==> src/rtl/fp_seq_pkg.sv <==
// fp_seq_pkg: shared opcodes, FSM states and request record for the fixed-point op sequencer
package fp_seq_pkg;
  localparam int FP_W = 32;
  localparam logic [1:0] OP_ADD  = 2'b00;
  localparam logic [1:0] OP_MUL  = 2'b01;
  localparam logic [1:0] OP_DIV  = 2'b10;
  localparam logic [1:0] OP_RSVD = 2'b11;
  typedef enum logic [1:0] {IDLE, ISSUE, WAIT, RESP} seq_state_t;
  typedef struct packed {
    logic [FP_W-1:0] a;
    logic [FP_W-1:0] b;
    logic [1:0]      opcode;
  } fp_req_t;
endpackage

==> src/rtl/fp_seq_fifo.sv <==
// fp_seq_fifo: small synchronous request FIFO with extra-MSB wrap pointers
module fp_seq_fifo
  import fp_seq_pkg::*;
#(
  parameter int DEPTH = 4
) (
  input  logic    clk,
  input  logic    rst_n,
  input  logic    push,
  input  logic    pop,
  input  fp_req_t din,
  output fp_req_t head,
  output logic    full,
  output logic    empty
);
  localparam int AW = $clog2(DEPTH);
  fp_req_t mem [DEPTH];
  logic [AW:0] wr, rd;
  assign empty = wr == rd;
  assign full  = (wr[AW] != rd[AW]) && (wr[AW-1:0] == rd[AW-1:0]);
  assign head  = mem[rd[AW-1:0]];
  // pointers advance on accepted push/pop; both may happen in one cycle
  always_ff @(posedge clk or negedge rst_n)
    if (!rst_n) begin
      wr <= '0;
      rd <= '0;
    end else begin
      if (push && !full) wr <= wr + (AW+1)'(1);
      if (pop && !empty) rd <= rd + (AW+1)'(1);
    end
  // storage needs no reset; emptiness is tracked by the pointers
  always_ff @(posedge clk)
    if (push && !full) mem[wr[AW-1:0]] <= din;
endmodule

==> src/rtl/fp_op_sequencer.sv <==
// fp_op_sequencer: queues requests and issues them one at a time to the fixed-point engine
module fp_op_sequencer
  import fp_seq_pkg::*;
#(
  parameter int DATA_W  = FP_W,
  parameter int DEPTH   = 4,
  parameter int TIMEOUT = 64
) (
  input  logic              clk,
  input  logic              rst_n,
  input  logic              in_valid,
  output logic              in_ready,
  input  logic [DATA_W-1:0] in_a,
  input  logic [DATA_W-1:0] in_b,
  input  logic [1:0]        in_opcode,
  output logic [DATA_W-1:0] eng_a,
  output logic [DATA_W-1:0] eng_b,
  output logic [1:0]        eng_opcode,
  output logic              eng_start,
  input  logic              eng_done,
  input  logic [DATA_W-1:0] eng_c,
  output logic              out_valid,
  input  logic              out_ready,
  output logic [DATA_W-1:0] out_data,
  output logic [1:0]        out_opcode,
  output logic              out_err
);
  localparam int CW = $clog2(TIMEOUT);
  seq_state_t state, state_nx;
  fp_req_t req_in, head;
  logic full, empty, pop, limit;
  logic [CW-1:0] cnt;
  assign req_in     = '{a: in_a, b: in_b, opcode: in_opcode};
  assign in_ready   = !full;
  assign pop        = state == IDLE && !empty;
  assign limit      = cnt == CW'(TIMEOUT - 1);
  assign out_opcode = eng_opcode;
  fp_seq_fifo #(.DEPTH(DEPTH)) u_fifo (
    .clk   (clk),
    .rst_n (rst_n),
    .push  (in_valid),
    .pop   (pop),
    .din   (req_in),
    .head  (head),
    .full  (full),
    .empty (empty)
  );
  // state register
  always_ff @(posedge clk or negedge rst_n)
    if (!rst_n) state <= IDLE;
    else state <= state_nx;
  // next state; done is only honoured in WAIT, where it beats the timeout
  always_comb
    case (state)
      IDLE:    state_nx = empty ? IDLE : (head.opcode == OP_RSVD ? RESP : ISSUE);
      ISSUE:   state_nx = WAIT;
      WAIT:    state_nx = (eng_done || limit) ? RESP : WAIT;
      default: state_nx = out_ready ? IDLE : RESP;
    endcase
  // state-decoded handshake outputs
  always_comb begin
    eng_start = state == ISSUE;
    out_valid = state == RESP;
  end
  // operands latch on pop and hold until the next pop; result latches when WAIT ends
  always_ff @(posedge clk or negedge rst_n)
    if (!rst_n) begin
      eng_a      <= '0;
      eng_b      <= '0;
      eng_opcode <= OP_ADD;
      out_data   <= '0;
      out_err    <= 1'b0;
      cnt        <= '0;
    end else begin
      cnt <= (state == WAIT) ? cnt + CW'(1) : '0;
      if (pop) begin
        eng_a      <= head.a;
        eng_b      <= head.b;
        eng_opcode <= head.opcode;
        out_data   <= '0;
        out_err    <= head.opcode == OP_RSVD;
      end
      if (state == WAIT && (eng_done || limit)) begin
        out_data <= eng_done ? eng_c : '0;
        out_err  <= !eng_done;
      end
    end
endmodule

==> config.mk <==
export PLATFORM = sky130hd
export DESIGN_NAME = fp_op_sequencer
export DESIGN_NICKNAME = d
export VERILOG_FILES = /design/src/rtl/fp_seq_pkg.sv /design/src/rtl/fp_seq_fifo.sv /design/src/rtl/fp_op_sequencer.sv
export SDC_FILE = /design/constraint.sdc
export NUM_CORES = 1
export LEC_CHECK = 0
export BUFFER_PORTS_ARGS = -buffer_cell sky130_fd_sc_hd__buf_2
export CORE_MARGIN = 2
export CORE_UTILIZATION = 55
export DETAILED_ROUTE_END_ITERATION = 12
export MAX_ROUTING_LAYER = met4
export PLACE_DENSITY = 0.82
export SKIP_CTS_REPAIR_TIMING = 1
export SLEW_MARGIN = 20
export SYNTH_ARGS = -nofsm -noshare
export SYNTH_HDL_FRONTEND = slang
export SYNTH_SLANG_ARGS = --single-unit
==> constraint.sdc <==
create_clock -name clk -period 5.2 [get_ports clk]
set_input_delay 0.26 -clock clk [delete_from_list [all_inputs] [get_ports clk]]
set_output_delay 0.26 -clock clk [all_outputs]
set_load 0.01 [all_outputs]
**Word level (Yosys, flattened, before mapping)**

Memories as Yosys holds them, arrays and structs flattened.
Index checks and enable logic that the tools add are counted.

- Add/subtract/negate cells: 3
- Equal/unequal tests: 8
- Mux-type cells: 13
- Reduce and logical (&&, ||, !) cells: 11

Operators with widths:

| kind | count |
|---|---|
| $mux W32 | 3 |
| $add A3 B1 Y3 const B | 2 |
| $add A6 B1 Y6 const B | 1 |
| $eq A2 B2 Y1 const B | 3 |
| $eq A6 B6 Y1 const B | 1 |
| $mux W2 | 3 |
| $mux W6 | 1 |
| $pmux W2 S3 | 1 |
| $logic_and A1 B1 Y1 | 5 |
| $mux W1 | 5 |
| $eq A3 B3 Y1 | 1 |
| $logic_not A1 Y1 | 3 |
| $eq A2 B1 Y1 const B | 1 |
| $eq A2 B2 Y1 | 1 |
| $logic_not A2 Y1 | 1 |
| $reduce_bool A2 Y1 | 1 |
| $logic_or A1 B1 Y1 | 1 |
| $ne A1 B1 Y1 | 1 |

- Memory bits (writable): 264
- Memories kept: 1
- Register bits: 113
- Word-level logic and storage cells: 45
- Output and inout bits: 104
- Input port bits: 103

Memories:

| memory | depth | width | rd ports | clocked after memory_dff | write ports | line | RTL |
|---|---|---|---|---|---|---|---|
| u_fifo.mem | 4 | 66 | 1 | 0 | 1 | fp_seq_fifo.sv:17 | `fp_req_t mem [DEPTH];` |

**Depth between registers and ports, before layout**

Gate-level depths: netlist (run 1).

- Depth in word-level cells: 6
- Gate-level depth with buffers: 8

**Cells and area by module**

From an unflattened synthesis (run 1), not the netlist that was laid out.

- Cell total of the unflattened synthesis: 656
- Area total of the unflattened synthesis: 14136.1 um^2

Modules (own cells, without submodules):

| module | area each (um^2) | seq. area each (um^2) | instances | cells each |
|---|---|---|---|---|
| fp_seq_fifo | 10007.1 | 8077.7 | 1 | 394 |
| fp_op_sequencer | 4129.0 | 2677.6 | 1 | 262 |

**Worst setup path before layout (run 1)**

OpenSTA, ideal clock, no wires.

- Kind: register to register
- Start point: register u_fifo.rd[0]
- End point: memory u_fifo.mem[3][0] (netlist name), enable pin
- Slack: 1.971 ns
- Buffers on the path: 2
- Setup time: 0.433 ns
- Stages on the path, launching flop included: 6
- Arrival: 2.796 ns
- Period minus slack after synthesis: 3.229 ns
- Path through: dfrtp_1 > buf_2 > xor2_1 > or3_1 > clkbuf_1 > and3_1

- Cells in the longest elaborated chain, start to end: 6

RTL lines:

| what | line | RTL |
|---|---|---|
| from (decl) | fp_seq_fifo.sv:18 | `logic [AW:0] wr, rd;` |
| from (signal assigned) | fp_seq_fifo.sv:29 | `if (pop && !empty) rd <= rd + (AW+1)'(1);` |
| $eq A2 B2 Y1 | fp_seq_fifo.sv:20 | `assign full = (wr[AW] != rd[AW]) && (wr[AW-1:0] == rd[AW-1:0]);` |
| $logic_and A1 B1 Y1 | fp_seq_fifo.sv:20 |  |
| $logic_not A1 Y1 | - |  |
| via in_ready | fp_op_sequencer.sv:12 | `output logic in_ready,` |
| $logic_and A1 B1 Y1 | fp_seq_fifo.sv:33 | `if (push && !full) mem[wr[AW-1:0]] <= din;` |
| $mux W1 | fp_seq_fifo.sv:33 |  |
| $mux W1 (not written as such) | fp_seq_fifo.sv:33 |  |
| to (decl) | fp_seq_fifo.sv:17 |  |

The timed path passes the listed nets, and every way through them passes these cells.

**Final worst setup path (run 1)**

- Start point: register u_fifo.rd[0]
- End point: memory u_fifo.mem[2][14] (netlist name), enable pin

- Cells in the longest elaborated chain, start to end: 6

RTL lines:

| what | line |
|---|---|
| $eq A2 B2 Y1 | fp_seq_fifo.sv:20 |
| $logic_and A1 B1 Y1 | fp_seq_fifo.sv:20 |
| $logic_not A1 Y1 | fp_seq_fifo.sv:33 |
| $logic_and A1 B1 Y1 | fp_seq_fifo.sv:33 |
| $mux W1 | fp_seq_fifo.sv:33 |
| $mux W1 (not written as such) | fp_seq_fifo.sv:33 |

No other way between the ends.

==> impl_metrics.env, run 1 <==
export IMPL_cp_top_family="simple AND/OR/NAND/NOR gates"
export IMPL_cp_num_buf_inv=0
export IMPL_antenna_found_initial=1
export IMPL_dpl_worst_slack_ps=2300
export IMPL_status="finished, final reports clean"
export IMPL_synth_cell_types=25
export IMPL_cts_sinks=377
export IMPL_wl_per_cell_um=20.9
export IMPL_cts_tree="yes"
export IMPL_hold_class="in2reg"
export IMPL_cpMaxStageDelayCell="and3_4"
export IMPL_finalSetupViolCount=0
export IMPL_final_max_slew_viol_count=0
export IMPL_dpl_hpwl_um=15000
export IMPL_ys_flop_type="edfxtp_1"
export IMPL_grt_busiest_layer="met2"
export IMPL_path_clk_slew_ps=60
export IMPL_end_kind="register"
export IMPL_cp_max_fo=66
export IMPL_rsz0062_at_grt="false"
export IMPL_leakagePower_nw=6.75
export IMPL_synth_top_area_cell="edfxtp_1"
export IMPL_port_buffers=206
export IMPL_layout_cells_non_filler=1310
export IMPL_fill_cells=1525
export IMPL_clock_tree_root_cell="clkbuf_16"
export IMPL_nNetsFinal=1063
export IMPL_setup_ws_ps=2330
export IMPL_clock_latency_ps=540
export IMPL_numCtsBuffers=38
export IMPL_drtAntennaViolNets=0
export IMPL_grt_pass1_vias=6937
export IMPL_ios=207
export IMPL_numPlacedInstances=1140
export IMPL_viasPerCell=5.41
export IMPL_place_area_um2=15200
export IMPL_maxSlewHeadroom_pct=27.2
export IMPL_grt_overflow_total=0
export IMPL_worstMarginPinSlew_ps=1090
export IMPL_drc=0
export IMPL_syn_to_final_growth_pct=26.2
export IMPL_drive_above_1_share_pct=42.2
export IMPL_place_gp_congestion=0.706
export IMPL_yosysMostFrequentCell="edfxtp_1"
export IMPL_first_iter_violations=493
export IMPL_ys_ff_latch=377
export IMPL_critPathKind="reg2reg"
export IMPL_rows=58
export IMPL_worstPathArrival_ps=3020
export IMPL_period_share_pct=55.2
export IMPL_finalHoldViolCount=0
export IMPL_met1_usage_pct=25.3
export IMPL_use_met2_pct=32.3
export IMPL_grt_use_total_pct=20.0
export IMPL_period_minus_slack_ps=2870
export IMPL_dieArea_um2=26500
export IMPL_grt_pass1_wl_um=38600
export IMPL_clockBufferDepth=3
export IMPL_cap_violations=0
export IMPL_max_freq_mhz=348
export IMPL_holdWs_ps=77.1
export IMPL_dieWidth_um=163
export IMPL_peakVddDrop_mv=0.481
export IMPL_ys_async_sr_fraction_pct=30.0
export IMPL_stdcell_area_um2=17500
export IMPL_met3_usage_pct=5.96
export IMPL_coreArea_um2=25000
export IMPL_netlist_area_um2=13900
export IMPL_p_per_area_nw_per_um2=593
export IMPL_crit_chain="xor2_1, or3_1, and3_4"
export IMPL_ys_warn_count=0
export IMPL_fin_setup_tns_ps=0
export IMPL_dr_pass1_iters=5
export IMPL_synth_avg_cell_area_um2=21.9
export IMPL_synth_area_top_cells="edfxtp_1, dfrtp_1, mux4_2, mux2_2, a22o_1"
export IMPL_synth_edff_count=264
export IMPL_dieHeight_um=163
export IMPL_synth_top_cell_area_share_pct=57.1
export IMPL_synth_top_cells_by_count="edfxtp_1, dfrtp_1, mux2_2, mux4_2, a22o_1"
export IMPL_grt_max_degree=72
export IMPL_vias=7083
export IMPL_critPathLaunchType="register"
export IMPL_synth_yosys_seq_area_share_pct=77.5
export IMPL_required_ps=5350
export IMPL_power_total_mw=10.4
export IMPL_synth_cells=633
export IMPL_cts_htree_levels=2
export IMPL_synthesis_nets=746
export IMPL_fin_skew_ps=28.5
export IMPL_start_util_pct=55.6
export IMPL_final_util_pct=70.1
export IMPL_wirelength_um=27300
export IMPL_critPathMaxStageDelay_ps=940
cells by family after synthesis:
family | Yosys count | synth area share, %
flops | 377 | 77.5
mux | 135 | 16.3
buf+inv | 38 | 1.26
compound gates | 35 | 2.27
simple gates | 26 | 1.00
xor+xnor | 12 | 0.757
fa+ha+maj | 10 | 0.902
worst min-delay path: cells and delay by family:
family | cells | cell delay (ps)
XOR/XNOR | 1 | 70
buffers and inverters | 1 | 130
AND/OR/NAND/NOR | 1 | 100
layer usage:
| metal | vias to the layer above | share of wire (%) |
|---|---|---|
| met5 | - | 0 |
| met4 | 0 | 1.5 |
| met3 | 37 | 6.4 |
| met2 | 238 | 51 |
| met1 | 3635 | 41 |
| li1 | 3173 | - |
layout make-up:
class	count	area [µm²]	area share, %
sequential	377	10800	61.5
clock inverter	19	228	1.30
antenna	1	2.50	0.0143
multi-input combinational	218	2970	17.0
timing repair buffer	310	2060	11.8
inverter	5	18.8	0.107
clock buffer	50	1050	5.99
tap	330	413	2.36
state kept, by name, indices dropped and copies added (netlist names):
register and flops:
cnt 6, eng_a 32, eng_b 32, eng_opcode 2, out_data 32, out_err 1, state 2, u_fifo.mem 264
u_fifo.rd 3, u_fifo.wr 3
worst paths after layout:
check	from	end	slack, ps	depth (start not counted)
setup / recovery	u_fifo.rd[0]	u_fifo.mem[2][14]	2330	3
hold / removal	in_valid	u_fifo.wr[0]	80	3
setup reg to reg	u_fifo.rd[0]	u_fifo.mem[2][14]	2330	3
hold reg to reg	cnt[0]	cnt[0]	470	1
max in group asynchronous	rst_n	u_fifo.rd[1]	3580	3
min in group asynchronous	rst_n	eng_opcode[1]	420	2
power breakdown:
group          switching (mW)  internal [mW]  total, mW  leakage, nW
clock                    1.10           1.64       2.73        0.623
combinational            1.54           1.52       3.06         2.33
sequential              0.403           4.18       4.59         3.80
cells in the final DEF (no fill, tap or decap), types with 6 or more instances in the layout:
cell | netlist | final
a22o_1 | 32 | 32
buf_2 | 20 | 205
clkbuf_1 | 10 | 9
clkbuf_16 | 0 | 40
clkinv_2 | 0 | 8
dfrtp_1 | 113 | 111
dlygate4sd3_1 | 0 | 100
edfxtp_1 | 264 | 264
ha_1 | 10 | 10
mux2_2 | 68 | 68
mux4_2 | 66 | 66
xnor2_1 | 6 | 6
xor2_1 | 6 | 6
Note: power is estimated with default switching activity, not from simulation.
==> run 2, diff against run 1 <==
Clock period 5.2 ns to 2.8 ns, I/O delays scaled along.
==> run 2 against run 1 <==
  * Critical path depth up 2
  * Sequential cell count unchanged
  * Clock power up 72%
  * Highest routed layer unchanged
  * Critical endpoint is now state[1]
  * The flow now finishes with violations (hold timing)
==> impl_metrics.env, run 2 (synthesized netlist as in run 1, its figures left out) <==
export IMPL_final_cell_mix="edfxtp_1, buf_2, dfrtp_1"
export IMPL_numCtsBuffers=37
export IMPL_finalSetupViolCount=0
export IMPL_stdcell_area_um2=17600
export IMPL_wirelength_um=29300
export IMPL_finalHoldViolCount=1
export IMPL_dpl_hpwl_um=16000
export IMPL_rows=58
export IMPL_violations="hold timing"
export IMPL_hold_class="in2reg"
export IMPL_cts_sinks=377
export IMPL_min_delay_path_depth=3
export IMPL_cap_violations=0
export IMPL_min_delay_start="in_valid"
export IMPL_dieWidth_um=163
export IMPL_peakVddDrop_mv=0.729
export IMPL_worstPathArrival_ps=2680
export IMPL_final_common_cell="edfxtp_1"
export IMPL_drtAntennaViolNets=0
export IMPL_fill_cells=1510
export IMPL_clock_latency_ps=520
export IMPL_end_kind="register"
export IMPL_wl_per_cell_um=22.1
export IMPL_cts_htree_levels=2
export IMPL_holdWs_ps=-2.73
export IMPL_viasPerCell=5.51
export IMPL_fin_setup_tns_ps=0
export IMPL_largest_reg_flops=264
export IMPL_vias=7312
export IMPL_drc=0
export IMPL_grt_overflow_total=0
export IMPL_critPathKind="reg2reg"
export IMPL_rsz0062_at_grt="false"
export IMPL_worstHoldEndpoint="u_fifo.wr[0]"
export IMPL_path_clk_slew_ps=60
export IMPL_clock_tree_root_cell="clkbuf_16"
export IMPL_r2r_start="u_fifo.rd[1]"
export IMPL_ios=207
export IMPL_maxSlewHeadroom_pct=30.0
export IMPL_nNetsFinal=1078
export IMPL_worstRegToRegCells=5
export IMPL_antenna_found_initial=3
export IMPL_reg2reg_to="state[1]"
export IMPL_cts_tree="yes"
export IMPL_critPathLaunchType="register"
export IMPL_coreArea_um2=25000
export IMPL_dieHeight_um=163
export IMPL_syn_to_final_growth_pct=26.9
export IMPL_grt_pass1_vias=7339
export IMPL_leakagePower_nw=6.79
export IMPL_critPathMaxStageDelay_ps=800
export IMPL_max_freq_mhz=442
export IMPL_grt_pass1_wl_um=41500
export IMPL_start_util_pct=55.6
export IMPL_port_buffers=206
export IMPL_dieArea_um2=26500
export IMPL_met3_usage_pct=5.93
export IMPL_r2r_slack_ps=540
export IMPL_final_max_slew_viol_count=0
export IMPL_p_per_area_nw_per_um2=1090
export IMPL_cpMaxStageDelayCell="buf_4"
export IMPL_met1_usage_pct=26.6
export IMPL_dr_pass1_iters=5
export IMPL_drive_above_1_share_pct=42.4
export IMPL_place_area_um2=15400
export IMPL_crit_chain="buf_4, mux4_2, nand2_1, or2_2, a22oi_1"
export IMPL_cp_max_fo=68
export IMPL_period_minus_slack_ps=2260
export IMPL_clockBufferDepth=3
export IMPL_fin_skew_ps=26.7
export IMPL_place_gp_congestion=0.727
export IMPL_first_iter_violations=505
export IMPL_grt_max_degree=72
export IMPL_status="finished with violations"
export IMPL_required_ps=3210
export IMPL_use_met2_pct=35.7
export IMPL_grt_use_total_pct=21.4
export IMPL_grt_busiest_layer="met2"
export IMPL_period_share_pct=80.8
export IMPL_worstMarginPinSlew_ps=1050
==> run 2: cell types whose count changed in the layout (fill, tap and decap cells not counted), sizes merged <==
cell and delta:
dlygate4sd3 +1, clkinvlp +1, clkbuf +2, clkinv -4, diode +2, bufinv -2, buf +15, inv +1
==> run 2: layer usage <==
metal  vias up  part of all wire, %
met5         -                    0
li1       3205                    -
met2       271                   51
met3        45                  7.0
met1      3791                   40
met4         0                  1.8
==> run 2: worst max path at each step <==
| stage | start | end | slack [ps] | cells past startpoint |
|---|---|---|---|---|
| after global placement | u_fifo.rd[1] | state[1] | 520 | 5 |
| final | u_fifo.rd[1] | state[1] | 540 | 5 |
| after global routing | u_fifo.rd[1] | state[1] | 380 | 5 |
| after CTS | u_fifo.rd[0] | state[0] | 520 | 4 |
| after detailed placement | u_fifo.rd[0] | state[0] | 530 | 4 |
| after floorplan | u_fifo.rd[0] | u_fifo.mem[3][0] | 320 | 5 |
==> run 2: stage by stage <==
| step | instances | worst slack (ps) | util, % | power [mW] |
|---|---|---|---|---|
| after floorplan | 633 | 316 | - | 12.3 |
| after global placement | 1155 | 520 | 61.8 | 14.2 |
| after detailed placement | 1155 | 532 | 61.8 | 14.5 |
| after CTS | 1222 | 518 | 66.4 | 19.2 |
| after global routing | 1326 | 382 | 70.5 | 20.1 |
| final | 1326 | 537 | 70.5 | 19.1 |
==> run 2: power by group <==
group / switching, mW / internal [mW]
logic: 3.07 / 2.99
registers: 0.644 / 7.74
clock network: 1.97 / 2.72
==> run 2: cell type report <==
cell class	instances	area, µm²	area share [%]
inverter	5	18.8	0.107
clock inverter	15	136	0.775
tap	330	413	2.35
sequential	377	10800	61.1
antenna	3	7.51	0.0426
multi-input combinational	218	2970	16.9
timing repair buffer	326	2290	13.0
clock buffer	52	1010	5.75
==> run 2: critical path, delay by kind of cell, from the launching register on <==
family / cells / cell delay (ps)
buf+inv: 1 / 800
compound gates: 1 / 160
mux: 1 / 390
flops: 1 / 410
simple gates: 2 / 390
==> run 3, diff against run 2 <==
Clock period 2.8 ns to 2.35 ns, I/O delays scaled along.
==> run 3 against run 2 <==
  * Fmax grew 1.3%
  * Sequential share of layout area grew 0.082 points
  * The flow now finishes without violations
  * Worst setup slack lost 420 ps
  * Sequential power grew 19%
  * Critical path depth shrank 2
  * First-iteration DRC count grew 2.4%
  * Die area is the same
  * Clock skew shrank 11 ps
  * Count of clock-buffer cells in the layout grew 1
  * Worst hold slack gained 190 ps
  * Power grew 20%
==> impl_metrics.env, run 3 (synthesized netlist as in run 1, its figures left out) <==
export IMPL_status="finished, final reports clean"
export IMPL_period_minus_slack_ps=2230
export IMPL_ios=207
export IMPL_dpl_hpwl_um=15300
export IMPL_clock_latency_ps=520
export IMPL_cp_max_fo=67
export IMPL_numCtsBuffers=38
export IMPL_final_cell_mix="edfxtp_1, buf_2, dfrtp_1"
export IMPL_finalHoldViolCount=0
export IMPL_nNetsFinal=1075
export IMPL_wirelength_um=28400
export IMPL_coreArea_um2=25000
export IMPL_critPathLaunchType="register"
export IMPL_clockBufferDepth=3
export IMPL_grt_pass1_wl_um=39600
export IMPL_dieWidth_um=163
export IMPL_crit_chain="xor2_1, or3_4, and3_4"
export IMPL_peakVddDrop_mv=0.778
export IMPL_worstMarginPinSlew_ps=1080
export IMPL_worstPathArrival_ps=2370
export IMPL_holdWs_ps=183
export IMPL_multi_input_area_um2=2970
export IMPL_final_common_cell="edfxtp_1"
export IMPL_leakagePower_nw=6.80
export IMPL_rows=58
export IMPL_wl_per_cell_um=21.5
export IMPL_grt_overflow_total=0
export IMPL_cts_sinks=377
export IMPL_power_total_mw=22.9
export IMPL_antenna_found_initial=1
export IMPL_met1_usage_pct=25.1
export IMPL_dr_pass1_iters=4
export IMPL_end_kind="register"
export IMPL_drtAntennaViolNets=0
export IMPL_use_met2_pct=34.2
export IMPL_critPathMaxStageDelay_ps=920
export IMPL_met3_usage_pct=5.93
export IMPL_vias=7181
export IMPL_dieArea_um2=26500
export IMPL_clock_tree_root_cell="clkbuf_16"
export IMPL_largest_reg_flops=264
export IMPL_start_util_pct=55.6
export IMPL_fin_skew_ps=15.2
export IMPL_place_gp_congestion=0.736
export IMPL_final_max_slew_viol_count=0
export IMPL_maxSlewHeadroom_pct=28.3
export IMPL_final_seq_area_um2=10800
export IMPL_hold_class="in2async"
export IMPL_layout_cells_non_filler=1323
export IMPL_numPlacedInstances=1150
export IMPL_cts_tree="yes"
export IMPL_cpMaxStageDelayCell="and3_4"
export IMPL_required_ps=2490
export IMPL_drive_above_1_share_pct=42.3
export IMPL_fin_setup_tns_ps=0
export IMPL_drc=0
export IMPL_cts_htree_levels=2
export IMPL_first_iter_violations=517
export IMPL_period_share_pct=95.1
export IMPL_grt_busiest_layer="met2"
export IMPL_grt_pass1_vias=7069
export IMPL_critPathKind="reg2reg"
export IMPL_port_buffers=206
export IMPL_grt_use_total_pct=20.6
export IMPL_final_util_pct=70.4
export IMPL_fill_cells=1564
export IMPL_path_clk_slew_ps=60
export IMPL_finalSetupViolCount=0
export IMPL_p_per_area_nw_per_um2=1300
export IMPL_cap_violations=0
export IMPL_dieHeight_um=163
export IMPL_max_freq_mhz=448
export IMPL_grt_max_degree=69
export IMPL_viasPerCell=5.43
export IMPL_syn_to_final_growth_pct=26.7
==> run 3: cell count changes in the layout (fill, tap and decap cells not counted), sizes merged <==
| cell | previous run | this run |
|---|---|---|
| diode | 3 | 1 |
| dlygate4sd3 | 101 | 102 |
| inv | 7 | 6 |
| clkbuf | 52 | 53 |
| clkinv | 8 | 15 |
| clkinvlp | 3 | 0 |
| bufinv | 2 | 1 |
| buf | 225 | 220 |
==> run 3: cell type report <==
class                           count  share of cell area (%)
Tap cell                          330                    2.35
Antenna cell                        1                  0.0142
Multi-Input combinational cell    218                    16.9
Sequential cell                   377                    61.2
Inverter                            5                   0.107
Clock buffer                       53                    6.21
Timing Repair Buffer              322                    12.6
Clock inverter                     17                   0.640
==> run 3: power by group <==
group | internal, mW | switching (mW)
clock network | 3.37 | 2.39
logic | 3.52 | 3.60
registers | 9.25 | 0.760
total | 16.1 | 6.75
==> run 3: per-layer routing <==
metal | routed length [µm] | vias to the layer above
met5 | 0 | -
met4 | 554 | 0
met3 | 1830 | 49
met2 | 14500 | 253
met1 | 11500 | 3678
li1 | - | 3201
==> run 3: worst max-delay path: cells and delay by family (launching register included) <==
| family | cells | cell delay, ps |
|---|---|---|
| xor+xnor | 1 | 220 |
| flops | 1 | 490 |
| simple gates | 2 | 1110 |
==> run 3: final timing paths <==
path                                     end  slack (ps)    startpoint  depth (start not counted)
setup / recovery           u_fifo.mem[3][38]         120  u_fifo.rd[0]                          3
hold reg to reg                       cnt[0]         470        cnt[0]                          1
setup reg to reg           u_fifo.mem[3][38]         120  u_fifo.rd[0]                          3
max in group asynchronous       out_data[20]        1450         rst_n                          3
hold / removal                     eng_b[13]         180         rst_n                          2
min in group clk           u_fifo.mem[0][44]         350      in_a[10]                          2
==> run 3: metrics by stage <==
| step | worst slack [ps] | area (µm²) |
|---|---|---|
| CTS | 19.7 | 16600 |
| detailed placement | 20.7 | 15300 |
| floorplan | -128 | 13900 |
| global placement | 80.7 | 15300 |
| finish | 116 | 17600 |
| global route | -19.4 | 17600 |
